==> src/rtl/sum_serializer_pkg.sv <==
// sum_serializer_pkg: shared state type and sizing helper for the sum vector serializer.
package sum_serializer_pkg;

  typedef enum logic {IDLE = 1'b0, DRAIN = 1'b1} ser_state_t;

  // Width of an index into an n-element vector, never narrower than one bit.
  function automatic int idx_width(input int n);
    return (n > 1) ? $clog2(n) : 1;
  endfunction

endpackage

==> src/rtl/sum_vector_buffer.sv <==
// sum_vector_buffer: one vector of OUTPUT_SIZE signed elements, loaded in parallel,
// read one element at a time through rd_idx. Cleared by the asynchronous active-low reset.
module sum_vector_buffer
  import sum_serializer_pkg::*;
#(
  parameter int WIDTH       = 17,
  parameter int OUTPUT_SIZE = 32,
  localparam int IDX_W      = idx_width(OUTPUT_SIZE)
) (
  input  logic                    clk,
  input  logic                    reset,
  input  logic                    load_en,
  input  logic signed [WIDTH-1:0] load_data [0:OUTPUT_SIZE-1],
  input  logic [IDX_W-1:0]        rd_idx,
  output logic signed [WIDTH-1:0] rd_data
);

  logic signed [WIDTH-1:0] mem [0:OUTPUT_SIZE-1];

  // Capture the whole vector when load_en is high.
  always_ff @(posedge clk or negedge reset) begin
    if (!reset) begin
      mem <= '{default: '0};
    end else if (load_en) begin
      mem <= load_data;
    end
  end

  // Element read; an index past the end (idx+1 on the last element) reads zero.
  always_comb begin
    rd_data = '0;
    if (int'(rd_idx) < OUTPUT_SIZE) begin
      rd_data = mem[rd_idx];
    end
  end

endmodule

==> src/rtl/sum_vector_serializer.sv <==
// sum_vector_serializer: accepts a parallel vector of signed column sums and streams it
// out one element per beat in index order, tagged with its index and a last flag.
// Optional macro SUM_SERIALIZER_DOUBLE_BUFFER_EN adds a pending buffer so a following
// vector can be accepted while the current one drains, removing the inter-vector bubble.
module sum_vector_serializer
  import sum_serializer_pkg::*;
#(
  parameter int WIDTH       = 17,
  parameter int OUTPUT_SIZE = 32,
  localparam int IDX_W      = idx_width(OUTPUT_SIZE)
) (
  input  logic                    clk,
  input  logic                    reset,
  input  logic signed [WIDTH-1:0] in_data [0:OUTPUT_SIZE-1],
  input  logic                    in_valid,
  output logic                    in_ready,
  output logic signed [WIDTH-1:0] out_data,
  output logic [IDX_W-1:0]        out_index,
  output logic                    out_valid,
  input  logic                    out_ready,
  output logic                    out_last
);

  localparam logic [IDX_W-1:0] LAST_IDX = IDX_W'(OUTPUT_SIZE - 1);
  localparam bit               ONE_ELEM = (OUTPUT_SIZE == 1);

  ser_state_t              state;
  logic [IDX_W-1:0]        idx;
  logic [IDX_W-1:0]        idx_inc;
  logic                    accept;
  logic                    beat;
  logic                    last_beat;
  logic                    reload;
  logic signed [WIDTH-1:0] act_elem;
  logic signed [WIDTH-1:0] first_elem;

  assign accept    = in_valid && in_ready;
  assign beat      = out_valid && out_ready;
  assign last_beat = beat && out_last;
  assign idx_inc   = idx + 1'b1;
  assign out_index = idx;

`ifdef SUM_SERIALIZER_DOUBLE_BUFFER_EN
  // Two ping-pong buffers: sel names the one being drained, the other holds the pending vector.
  logic                    sel;
  logic                    pending_full;
  logic                    act_load;
  logic                    pend_load;
  logic                    b0_load;
  logic                    b1_load;
  logic [IDX_W-1:0]        b0_idx;
  logic [IDX_W-1:0]        b1_idx;
  logic signed [WIDTH-1:0] b0_rd;
  logic signed [WIDTH-1:0] b1_rd;
  logic signed [WIDTH-1:0] pend_elem0;

  // An accept while idle or on the last beat goes straight to the active buffer (bypass).
  assign act_load   = accept && ((state == IDLE) || last_beat);
  assign pend_load  = accept && (state == DRAIN) && !last_beat;
  assign b0_load    = sel ? pend_load : act_load;
  assign b1_load    = sel ? act_load  : pend_load;
  assign b0_idx     = sel ? '0 : idx_inc;
  assign b1_idx     = sel ? idx_inc : '0;
  assign act_elem   = sel ? b1_rd : b0_rd;
  assign pend_elem0 = sel ? b0_rd : b1_rd;
  assign reload     = last_beat && (pending_full || accept);
  assign first_elem = (last_beat && pending_full) ? pend_elem0 : in_data[0];

  sum_vector_buffer #(.WIDTH(WIDTH), .OUTPUT_SIZE(OUTPUT_SIZE)) u_buf0 (
    .clk       (clk),
    .reset     (reset),
    .load_en   (b0_load),
    .load_data (in_data),
    .rd_idx    (b0_idx),
    .rd_data   (b0_rd)
  );

  sum_vector_buffer #(.WIDTH(WIDTH), .OUTPUT_SIZE(OUTPUT_SIZE)) u_buf1 (
    .clk       (clk),
    .reset     (reset),
    .load_en   (b1_load),
    .load_data (in_data),
    .rd_idx    (b1_idx),
    .rd_data   (b1_rd)
  );

  // Pending-slot tracking: swap buffers on the last beat when a vector waits; ready mirrors the free slot.
  always_ff @(posedge clk or negedge reset) begin
    if (!reset) begin
      sel          <= 1'b0;
      pending_full <= 1'b0;
      in_ready     <= 1'b1;
    end else if (last_beat && pending_full) begin
      sel          <= ~sel;
      pending_full <= 1'b0;
      in_ready     <= 1'b1;
    end else if (pend_load) begin
      pending_full <= 1'b1;
      in_ready     <= 1'b0;
    end
  end
`else
  assign reload     = 1'b0;
  assign first_elem = in_data[0];

  sum_vector_buffer #(.WIDTH(WIDTH), .OUTPUT_SIZE(OUTPUT_SIZE)) u_buf0 (
    .clk       (clk),
    .reset     (reset),
    .load_en   (accept),
    .load_data (in_data),
    .rd_idx    (idx_inc),
    .rd_data   (act_elem)
  );

  // Single buffer: ready only while idle, dropping on accept and returning after the last beat.
  always_ff @(posedge clk or negedge reset) begin
    if (!reset) begin
      in_ready <= 1'b1;
    end else if (accept) begin
      in_ready <= 1'b0;
    end else if (last_beat) begin
      in_ready <= 1'b1;
    end
  end
`endif

  // Control FSM; out_data/out_last/out_valid are loaded with the next beat's values so they come straight from flops.
  always_ff @(posedge clk or negedge reset) begin
    if (!reset) begin
      state     <= IDLE;
      idx       <= '0;
      out_valid <= 1'b0;
      out_last  <= 1'b0;
      out_data  <= '0;
    end else begin
      case (state)
        IDLE: begin
          if (accept) begin
            state     <= DRAIN;
            idx       <= '0;
            out_valid <= 1'b1;
            out_data  <= first_elem;
            out_last  <= ONE_ELEM;
          end
        end
        DRAIN: begin
          if (beat) begin
            if (!out_last) begin
              idx      <= idx_inc;
              out_data <= act_elem;
              out_last <= (idx_inc == LAST_IDX);
            end else if (reload) begin
              idx      <= '0;
              out_data <= first_elem;
              out_last <= ONE_ELEM;
            end else begin
              state     <= IDLE;
              idx       <= '0;
              out_valid <= 1'b0;
              out_last  <= 1'b0;
            end
          end
        end
        default: state <= IDLE;
      endcase
    end
  end

endmodule
==> config.mk <==
export PLATFORM = sky130hd
export DESIGN_NAME = sum_vector_serializer
export DESIGN_NICKNAME = d
export VERILOG_FILES = /design/src/rtl/sum_serializer_pkg.sv /design/src/rtl/sum_vector_buffer.sv /design/src/rtl/sum_vector_serializer.sv
export SDC_FILE = /design/constraint.sdc
export NUM_CORES = 1
export LEC_CHECK = 0
export CAP_MARGIN = 20
export CORE_AREA = 2 2 220 222
export DETAILED_ROUTE_END_ITERATION = 10
export DIE_AREA = 0 0 222 224
export PLACE_DENSITY_LB_ADDON = 0.2
export SLEW_MARGIN = 40
export SYNTH_ARGS = -nofsm -noshare
export SYNTH_HDL_FRONTEND = slang
export SYNTH_SLANG_ARGS = --single-unit
==> constraint.sdc <==
create_clock -name clk -period 6.1 [get_ports clk]
set_input_delay 0.915 -clock clk [delete_from_list [all_inputs] [get_ports clk]]
set_output_delay 0.915 -clock clk [all_outputs]
set_load 0.005 [all_outputs]
==> results of run 1 <==
-- area by class of cell --
type                            count  area, sq um  area share [%]
Clock inverter                     25          378            1.10
Timing Repair Buffer              601         6140            17.9
Clock buffer                       82         1720            5.01
Multi-Input combinational cell   2065        11000            32.0
Antenna cell                        1         2.50         0.00731
Inverter                            1         3.75          0.0110
Sequential cell                   570        14300            41.7
Tap cell                          615          769            2.25
-- cell usage after synthesis --
cell / number
nand2_1: 1744
dfrtp_1: 569
mux4_2: 136
clkbuf_1: 135
nand3_1: 36
nor2_1: 19
buf_2: 18
nor3b_1: 17
o21ai_1: 13
buf_4: 11
mux2i_1: 10
a21oi_1: 9
a221o_1: 9
a32oi_1: 9
and2_1: 9
buf_1: 9
nand4_1: 9
a311oi_1: 6
o21ai_0: 6
buf_6: 5
a211oi_1: 4
xor2_1: 4
a31oi_1: 3
xnor2_1: 3
a211oi_2: 2
ha_1: 2
nor2b_1: 2
a21o_1: 1
a221oi_1: 1
a22o_1: 1
a22oi_2: 1
dfstp_2: 1
inv_1: 1
mux2_2: 1
nand2b_1: 1
nand3_2: 1
nand3b_1: 1
o21ai_2: 1
o22ai_1: 1
o31ai_1: 1
o31ai_2: 1
or2_2: 1
-- through the flow --
stage          power (mW)  util, %  cells  area [sq um]
2_1_floorplan        3.86        -   2814         25900
3_5_place_dp         4.34     67.8   3851         32100
6_report             8.18     72.3   3960         34200
3_3_place_gp         4.33     67.5   3846         32000
4_1_cts              8.20     72.2   3958         34200
5_1_grt              8.38     72.3   3960         34200
-- layer usage --
layer	routed length, microns	vias up	global-route usage [%]	share of wire, %
met3	8780	274	8.87	9.6
met5	13	-	0	0.014
met4	6230	2	22.7	6.8
met1	35100	11100	49.3	38
li1	-	9960	-	-
met2	41200	1278	56.2	45
-- power groups by stage --
stage / registers, mW / clock network (mW) / logic [mW]
2_1_floorplan: 3.85 / 0 / 0.00554
3_3_place_gp: 3.85 / 0 / 0.484
3_5_place_dp: 3.85 / 0 / 0.489
4_1_cts: 3.78 / 3.93 / 0.493
5_1_grt: 3.78 / 4.08 / 0.520
6_report: 3.78 / 3.90 / 0.494
-- worst register-to-register path: stages, from the launching register on --
cell and delay (ps):
dfrtp_4 860, inv_1 180, ha_4 860, buf_4 560, mux4_2 360, and2_1 170, a211oi_1 390, a311oi_1 100
a221o_1 360
-- state kept, by name, indices dropped and copies added, names as in the netlist --
register and count:
out_data 17, state 1, out_valid 1, out_index 5, in_ready 1, u_buf0.mem 544, out_last 1
-- path summary, 6_finish.rpt --
| check | endpoint | slack [ps] | depth (start not counted) |
|---|---|---|---|
| min in group clk | u_buf0.mem[252] | 470 | 2 |
| min reg2reg | u_buf0.mem[252] | 470 | 2 |
| max | out_data[4] | 2160 | 8 |
| max in group asynchronous | u_buf0.mem[48] | 4510 | 3 |
| max reg2reg | out_data[4] | 2160 | 8 |
| min | u_buf0.mem[476] | 210 | 1 |
-- cells by family (layout without fill, tap and decap cells) --
kind of cell	count (synthesis)	after routing	synth area share, %
xor+xnor	7	7	0.237
compound gates	69	69	1.96
mux	147	147	12.3
fa+ha+maj	2	2	0.0966
buf+inv	179	709	2.99
flops	570	570	55.1
simple gates	1840	1840	27.4
other cells	0	1	0
==> impl_results.md, run 1 <==
- Result of the run: finished clean
- Switching Share: 20.9%
- Pwr Density: 239 nW/um^2
- Final Hold Viols: 0
- Grt ovf: 0
- Setup ws final: 2160 ps
- Crit start category: flip-flop
- Syn Inst Count: 2814
- Seq/Total Area, Yosys: 55.1%
- GP Congestion: 0.942
- Slew @ Worst Pin: 882 ps
- Share of the synthesized area in the top cell type: 55.0%
- Post-DR vias/cell: 5.72
- Slew HR: 40.9%
- Ys Warns: 0
- Mean Syn Cell Area: 9.20 sq um
- Full die area: 49700 sq um
- Crit-path leading delay family: flip-flops
- Worst endpoint required time: 6600 ps
- CTS tree: built
- IO Port Bufs: 572
- Unrepaired setup endpoints after global routing: no
- Initial Util: 54.7%
- Final period utilization: 64.6%
- Post_cts resized: 0
- Max incr delay on CP: 860 ps
- Initial antenna violation count: 3
- Synthesized Nets: 3364
- Top cells by area, synth: dfrtp_1 (55%), nand2_1 (25%), mux4_2 (12%), clkbuf_1 (2.0%), nand3_1 (0.70%)
- Max-Cap Viols: 0
- Synth Cell Area: 25900 sq um
- Setup_tns: 0 ps
- Die X: 222 microns
- Vias in the first global route: 23100
- H-tree depth: 2
- # hold bufs at CTS: 0
- Total number of vias: 22600
- Final net count: 3847
- Most frequent cells in the layout: nand2_1 (1743), clkdlybuf4s50_1 (571), dfrtp_1 (568)
- Clock Skew: 16.1 ps
- Sink Count: 570
- Setup Fix Bufs, Post-CTS: 0
- Total CTS buffers: 58
- HP Class: in -> async
- Leak Pwr: 17.3 nW
- WHS: 206 ps
- DP HPWL: 66900 microns
- Pre-CTS WS: 2180 ps
- FF-to-FF Start: out_index[0]
- P_sw: 1.71 mW
- Core area: 47300 sq um
- Area Growth Syn to Fin: 32.2%
- Drt total wl: 91300 microns
- I/O pins: 573
- Worst-case vdd ir drop: 0.193 mV
- Cell Chain, Critical Path: inv_1 -> ha_4 -> buf_4 -> mux4_2 -> and2_1 -> a211oi_1 -> a311oi_1 -> a221o_1
- Setup crit end kind: flip-flop
- Root Buffer: clkbuf_16
- DR iter-0 viols: 2774
- Buf+Inv Stages, Crit Path: 2
- Critical path type: reg -> reg
- CP Launch Point: out_index[0]
- Combinational Power Share: 6.0%
- Critical Path Slowest Stage Cell: dfrtp_4
- CP max FO: 47
- CTS max path bufs: 3
- Filler Cell Count: 3482
- Max Slew Vio Count: 0
- Residual DRC: 0
- Detailed-route wire length per cell: 23.1 microns
- #FFs+latches synth: 570
- Minimum clock period: 3940 ps
- Largest net degree at the start of global routing: 172
- Yosys cell types: 42
- Part of the power in registers: 46.2%
- Final ANT Viol Nets: 0
- Highest attainable clock frequency: 0.254 GHz
- Height of the die: 224 microns
- Rows: 80
- Worst-path clk slew: 60 ps
- Most common cell after layout, fill and taps aside: nand2_1
- Int Pwr: 6.47 mW
- Clock Latency Late Sink: 620 ps
- Dominant cell type by area after synthesis: dfrtp_1
- Critical path arrival: 4440 ps
- First-pass GRT wire length: 138000 microns
- DR pass1 iterations: 6
- Layout cells sized above 1: 8.43%
- GRT Overall Usage: 37.2%
- Clk pwr share: 47.7%
- Final setup fails: 0
(Power assumes the default switching activity.)
==> inputs of run 2 (changes only) <==
--- a/config.mk
+++ b/config.mk
@@ -6,9 +6,8 @@
 export NUM_CORES = 1
 export LEC_CHECK = 0
 export CAP_MARGIN = 20
-export CORE_AREA = 2 2 220 222
+export CORE_UTILIZATION = 51
 export DETAILED_ROUTE_END_ITERATION = 10
-export DIE_AREA = 0 0 222 224
 export PLACE_DENSITY_LB_ADDON = 0.2
 export SLEW_MARGIN = 40
 export SYNTH_ARGS = -nofsm -noshare
==> constraint.sdc (replaced) <==
create_clock -name clk -period 3.7 [get_ports clk]
set_input_delay 0.555 -clock clk [delete_from_list [all_inputs] [get_ports clk]]
set_output_delay 0.555 -clock clk [all_outputs]
set_load 0.005 [all_outputs]
==> run 2 against run 1 <==
  * The run now ends with design-rule violations left
  * Maximum frequency increased by 37%
  * Combinational power increased by 61%
  * Critical path depth decreased by 2
  * Register-to-register slack got worse by 1300 ps
  * Worst hold slack improved by 260 ps
  * Sequential power increased by 65%
  * Die area increased by 3.9%
  * Non-clock buffer count increased by 16
==> impl_results.md, run 2 (synthesized netlist as in run 1, its figures left out) <==
- DR iter-0 viols: 2635
- Minimum clock period: 2870 ps
- Height of the die: 227 microns
- Final net count: 3862
- Worst-path clk slew: 70 ps
- Slew @ Worst Pin: 800 ps
- Max Slew Vio Count: 0
- H-tree depth: 2
- GRT Overall Usage: 35.7%
- Setup_tns: 0 ps
- Part of the power in registers: 47.0%
- Full die area: 51700 sq um
- HP Class: reg -> reg
- Drt total wl: 91600 microns
- Largest net degree at the start of global routing: 217
- Combinational Power Share: 6.0%
- Root Buffer: clkbuf_16
- Area of the multi-input gates: 10900 sq um
- Rows: 82
- Final period utilization: 77.7%
- Filler Cell Count: 3885
- Fin area: 34400 sq um
- Area Growth Syn to Fin: 32.8%
- GP Congestion: 0.949
- Final Hold Viols: 0
- WHS: 470 ps
- Clk pwr share: 47.0%
- Grt ovf: 0
- Residual DRC: 2
- CTS tree: built
- Pwr Density: 386 nW/um^2
- Worst-case vdd ir drop: 0.331 mV
- CP max FO: 17
- CTS max path bufs: 3
- Worst endpoint required time: 4200 ps
- Max reg flops: 544
- I/O pins: 573
- Final ANT Viol Nets: 0
- DP HPWL: 68300 microns
- IO Port Bufs: 572
- Unrepaired setup endpoints after global routing: no
- Most common cell after layout, fill and taps aside: nand2_1
- Initial Util: 51.7%
- Vias in the first global route: 22600
- Int Pwr: 10.5 mW
- Largest reg by FF count: u_buf0.mem
- Total number of vias: 22500
- P_sw: 2.77 mW
- Critical path arrival: 3370 ps
- Sink Count: 570
- Slew HR: 46.6%
- Leak Pwr: 17.3 nW
- Highest attainable clock frequency: 0.348 GHz
- Failing checks: design-rule violations
- Die X: 227 microns
- Most frequent cells in the layout: nand2_1 (1743), clkdlybuf4s50_1 (571), dfrtp_1 (568)
- Setup crit end kind: flip-flop
- Post-DR vias/cell: 5.59
- Clock Skew: 13.0 ps
- Total CTS buffers: 57
- Critical path type: reg -> reg
- Result of the run: finished with violations
- Detailed-route wire length per cell: 22.7 microns
- Layout cells sized above 1: 8.67%
- Register Area: 14300 sq um
- First-pass GRT wire length: 135000 microns
- Final setup fails: 0
- DR pass1 iterations: 9
- Core area: 50100 sq um
- Crit start category: flip-flop
- Initial antenna violation count: 7
- Placed cell area: 32300 sq um
- Switching Share: 20.9%
- Clock Latency Late Sink: 610 ps
- Max-Cap Viols: 0
- Final core utilization: 68.7%
-- run 2: final cells by class --
| cell class | count | share of cell area, % |
|---|---|---|
| diodes | 4 | 0.0291 |
| clock inverters | 20 | 0.979 |
| clock buffers | 84 | 4.85 |
| flip-flops and latches | 570 | 41.5 |
| well taps | 672 | 2.45 |
| inverters | 1 | 0.0109 |
| repair buffers | 617 | 18.4 |
| multi-input cells | 2065 | 31.8 |
-- run 2: what timing repair did --
item | 4_1_cts | 5_1_grt
hold buffers | 1 | 0
buffers inserted | 0 | 0
gates resized for setup | 0 | 0
endpoints found under the hold margin | 59 | 0
-- run 2: layer usage --
layer | up-vias | GRT usage, % | part of all wire [%]
li1 | 9995 | - | -
met1 | 11200 | 48.4 | 40
met2 | 1134 | 55.0 | 46
met3 | 223 | 7.25 | 8.4
met4 | 6 | 17.8 | 5.1
met5 | - | 0 | 0.048
-- run 2: critical path, cell delays in order (launching register included) --
cell	delay (ps)
dfrtp_1	530
ha_1	650
xor2_4	500
buf_8	230
mux2i_1	420
a32oi_1	100
a221o_1	330
-- run 2: worst paths after layout --
path	from	end	slack, ps	cells past startpoint
setup / recovery	out_index[1]	out_data[7]	830	6
hold / removal	u_buf0.mem[114]	u_buf0.mem[114]	470	2
setup reg to reg	out_index[1]	out_data[7]	830	6
hold reg to reg	u_buf0.mem[114]	u_buf0.mem[114]	470	2
max in group asynchronous	reset	out_index[0]	1990	4
min in group asynchronous	reset	u_buf0.mem[388]	530	2
-- run 2: power by group through the flow --
stage	Sequential [mW]	Clock [mW]	Combinational (mW)
after floorplan	6.35	0	0.00913
after global placement	6.35	0	0.792
after detailed placement	6.35	0	0.794
after CTS	6.23	6.27	0.803
after global routing	6.23	6.51	0.843
final	6.23	6.24	0.797
-- run 2: through the flow --
| step | worst slack, ps | std cells | power (mW) |
|---|---|---|---|
| 6_report | 827 | 4033 | 13.3 |
| 5_1_grt | 771 | 4032 | 13.6 |
| 4_1_cts | 759 | 4027 | 13.3 |
| 3_5_place_dp | 788 | 3922 | 7.14 |
| 3_3_place_gp | 879 | 3919 | 7.14 |
| 2_1_floorplan | 781 | 2814 | 6.36 |
==> inputs of run 3 (changes only) <==
--- a/config.mk
+++ b/config.mk
@@ -6,7 +6,7 @@
 export NUM_CORES = 1
 export LEC_CHECK = 0
 export CAP_MARGIN = 20
-export CORE_UTILIZATION = 51
+export CORE_UTILIZATION = 46
 export DETAILED_ROUTE_END_ITERATION = 10
 export PLACE_DENSITY_LB_ADDON = 0.2
 export SLEW_MARGIN = 40
==> constraint.sdc (replaced) <==
create_clock -name clk -period 2.35 [get_ports clk]
set_input_delay 0.3525 -clock clk [delete_from_list [all_inputs] [get_ports clk]]
set_output_delay 0.3525 -clock clk [all_outputs]
set_load 0.005 [all_outputs]
==> run 3 against run 2 <==
  * The run ends with negative setup slack left
  * Flip-flop and latch count is the same
  * Non-clock buffer count grew 109
  * Clock skew is 7.8 ps higher
  * Worst hold slack worse by 270 ps
  * Combinational power is 56% higher
  * Maximum frequency grew 21%
  * Sequential share of layout area decreased by 1.8 points
  * Clock power is 59% higher
  * Final cell count grew 4.6%
  * Cell area increased by 4.6%
  * Critical path type unchanged
==> impl_results.md, run 3 (synthesized netlist as in run 1, its figures left out) <==
- Result of the run: finished with violations
- Failing checks: negative setup slack
- DP HPWL: 70600 microns
- Vias in the first global route: 23100
- Initial Util: 46.8%
- I/O pins: 573
- Unrepaired setup endpoints after global routing: yes
- P_sw: 4.46 mW
- Root Buffer: clkbuf_16
- Final ANT Viol Nets: 0
- Drt total wl: 93700 microns
- Int Pwr: 16.5 mW
- Largest reg by FF count: u_buf0.mem
- Final Hold Viols: 0
- Initial antenna violation count: 0
- Height of the die: 239 microns
- Buf+Inv Stages, Crit Path: 4
- Sink Count: 570
- Critical path arrival: 2890 ps
- Rows: 86
- Total CTS buffers: 59
- Full die area: 57200 sq um
- Leak Pwr: 18.1 nW
- Part of the power in registers: 46.7%
- Pwr Density: 584 nW/um^2
- HP Class: in -> async
- Pre-CTS WS: -179 ps
- Combinational Power Share: 5.9%
- IO Port Bufs: 572
- WHS: 200 ps
- Final net count: 3974
- Most common cell on crit path: buf_12
- Post-DR vias/cell: 5.38
- Worst-case vdd ir drop: 0.564 mV
- Residual DRC: 0
- Setup ws final: -33.2 ps
- Slew HR: 55.1%
- Most common cell after layout, fill and taps aside: nand2_1
- GP Congestion: 0.959
- CTS tree: built
- Critical path type: reg -> reg
- Final Power: 21.0 mW
- Max Slew Vio Count: 0
- Most frequent cells in the layout: nand2_1 (1741), clkdlybuf4s50_1 (570), dfrtp_1 (565)
- First-pass GRT wire length: 139000 microns
- Cell count along the critical path: 10
- Clock Latency Late Sink: 630 ps
- Total number of vias: 22700
- CTS max path bufs: 3
- GRT Overall Usage: 32.9%
- DR iter-0 viols: 2349
- Max incr delay on CP: 490 ps
- Clk pwr share: 47.4%
- Worst endpoint required time: 2860 ps
- Largest net degree at the start of global routing: 156
- Core area: 55300 sq um
- Max reg flops: 544
- Worst R2R Path Depth: 10
- Worst-path clk slew: 60 ps
- Slew @ Worst Pin: 673 ps
- Final period utilization: 101%
- Detailed-route wire length per cell: 22.2 microns
- Critical Path Slowest Stage Cell: dfrtp_4
- Switching Share: 21.3%
- Setup crit end kind: flip-flop
- Clock Skew: 20.8 ps
- H-tree depth: 2
- Cell Chain, Critical Path: inv_4 -> ha_4 -> buf_12 -> buf_12 -> mux4_2 -> and2_4 -> a211oi_2 -> buf_4 -> a311oi_1 -> a221o_1
- CP max FO: 6
- Max-Cap Viols: 0
- Crit start category: flip-flop
- Ant. Diodes: 0
- DR pass1 iterations: 5
- Highest attainable clock frequency: 0.420 GHz
- Final setup fails: 5
- Minimum clock period: 2380 ps
- Layout cells sized above 1: 12.7%
- Area Growth Syn to Fin: 38.9%
- Die X: 239 microns
- Crit-path leading delay family: compound AO/OA/AOI/OAI gates
- Grt ovf: 0
## run 3: changes by cell type in the layout (fill, tap and decap cells not counted), sizes merged
cell / delta
buf: +104
inv: +1
clkinv: +8
clkinvlp: +2
bufbuf: +2
diode: -4
bufinv: -1
dlygate4sd2: +1
o31ai: +1
clkdlybuf4s50: -1
clkbuf: -2
## run 3: cell type report
cell class / instances / area [sq um]
multi-input combinational: 2066 / 11100
timing repair buffer: 726 / 7580
sequential: 570 / 14300
clock buffer: 79 / 1670
tap: 748 / 936
clock inverter: 30 / 377
fill: 4515 / 19300
inverter: 1 / 6.26
## run 3: power groups by stage
stage	sequential, mW	clock [mW]	combinational [mW]
final	9.81	9.95	1.24
after global routing	9.81	10.4	1.32
after CTS	9.81	10.0	1.25
after detailed placement	9.99	0	1.24
after global placement	9.99	0	1.23
after floorplan	10.0	0	0.0144
## run 3: layer usage
layer	track usage, %	wire [microns]	vias up
met5	0	0	-
met4	13.1	3830	0
met3	6.56	8110	161
met2	51.9	43800	1085
met1	45.1	38000	11200
li1	-	-	10200
## run 3: metrics by stage
stage          utilization, %  TNS (ps)  area, sq um  std cells
5_1_grt                  65.0      -327        36000       4220
4_1_cts                  64.6     -6.95        35700       4213
3_5_place_dp             60.3      -326        33300       4088
6_report                 65.0      -100        36000       4220
2_1_floorplan               -     -1340        26100       2814
3_3_place_gp             60.3      -212        33300       4088
## run 3: final timing paths
kind	start	to	slack [ps]
max	out_index[0]	out_data[7]	-30
min	reset	u_buf0.mem[372]	200
max reg2reg	out_index[0]	out_data[7]	-30
min reg2reg	u_buf0.mem[543]	u_buf0.mem[543]	470
max in group asynchronous	reset	u_buf0.mem[360]	1140
min in group clk	in_data[170]	u_buf0.mem[170]	250
## run 3: worst reg2reg max path: stages (launching register included)
cell      delay, ps
dfrtp_4         490
inv_4            50
ha_4            310
buf_12          150
buf_12          120
mux4_2          300
and2_4          170
a211oi_2        170
buf_4           170
a311oi_1         50
a221o_1         300
## run 3: timing repair
action / in CTS / in global routing
gates cloned: 5 / 4
endpoints found under the setup margin: 16 / 17
hold buffers: 1 / 0
pin swaps: 11 / 8
hold endpoints to repair: 237 / 0
buffers inserted: 10 / 4
resized for setup: 19 / 30
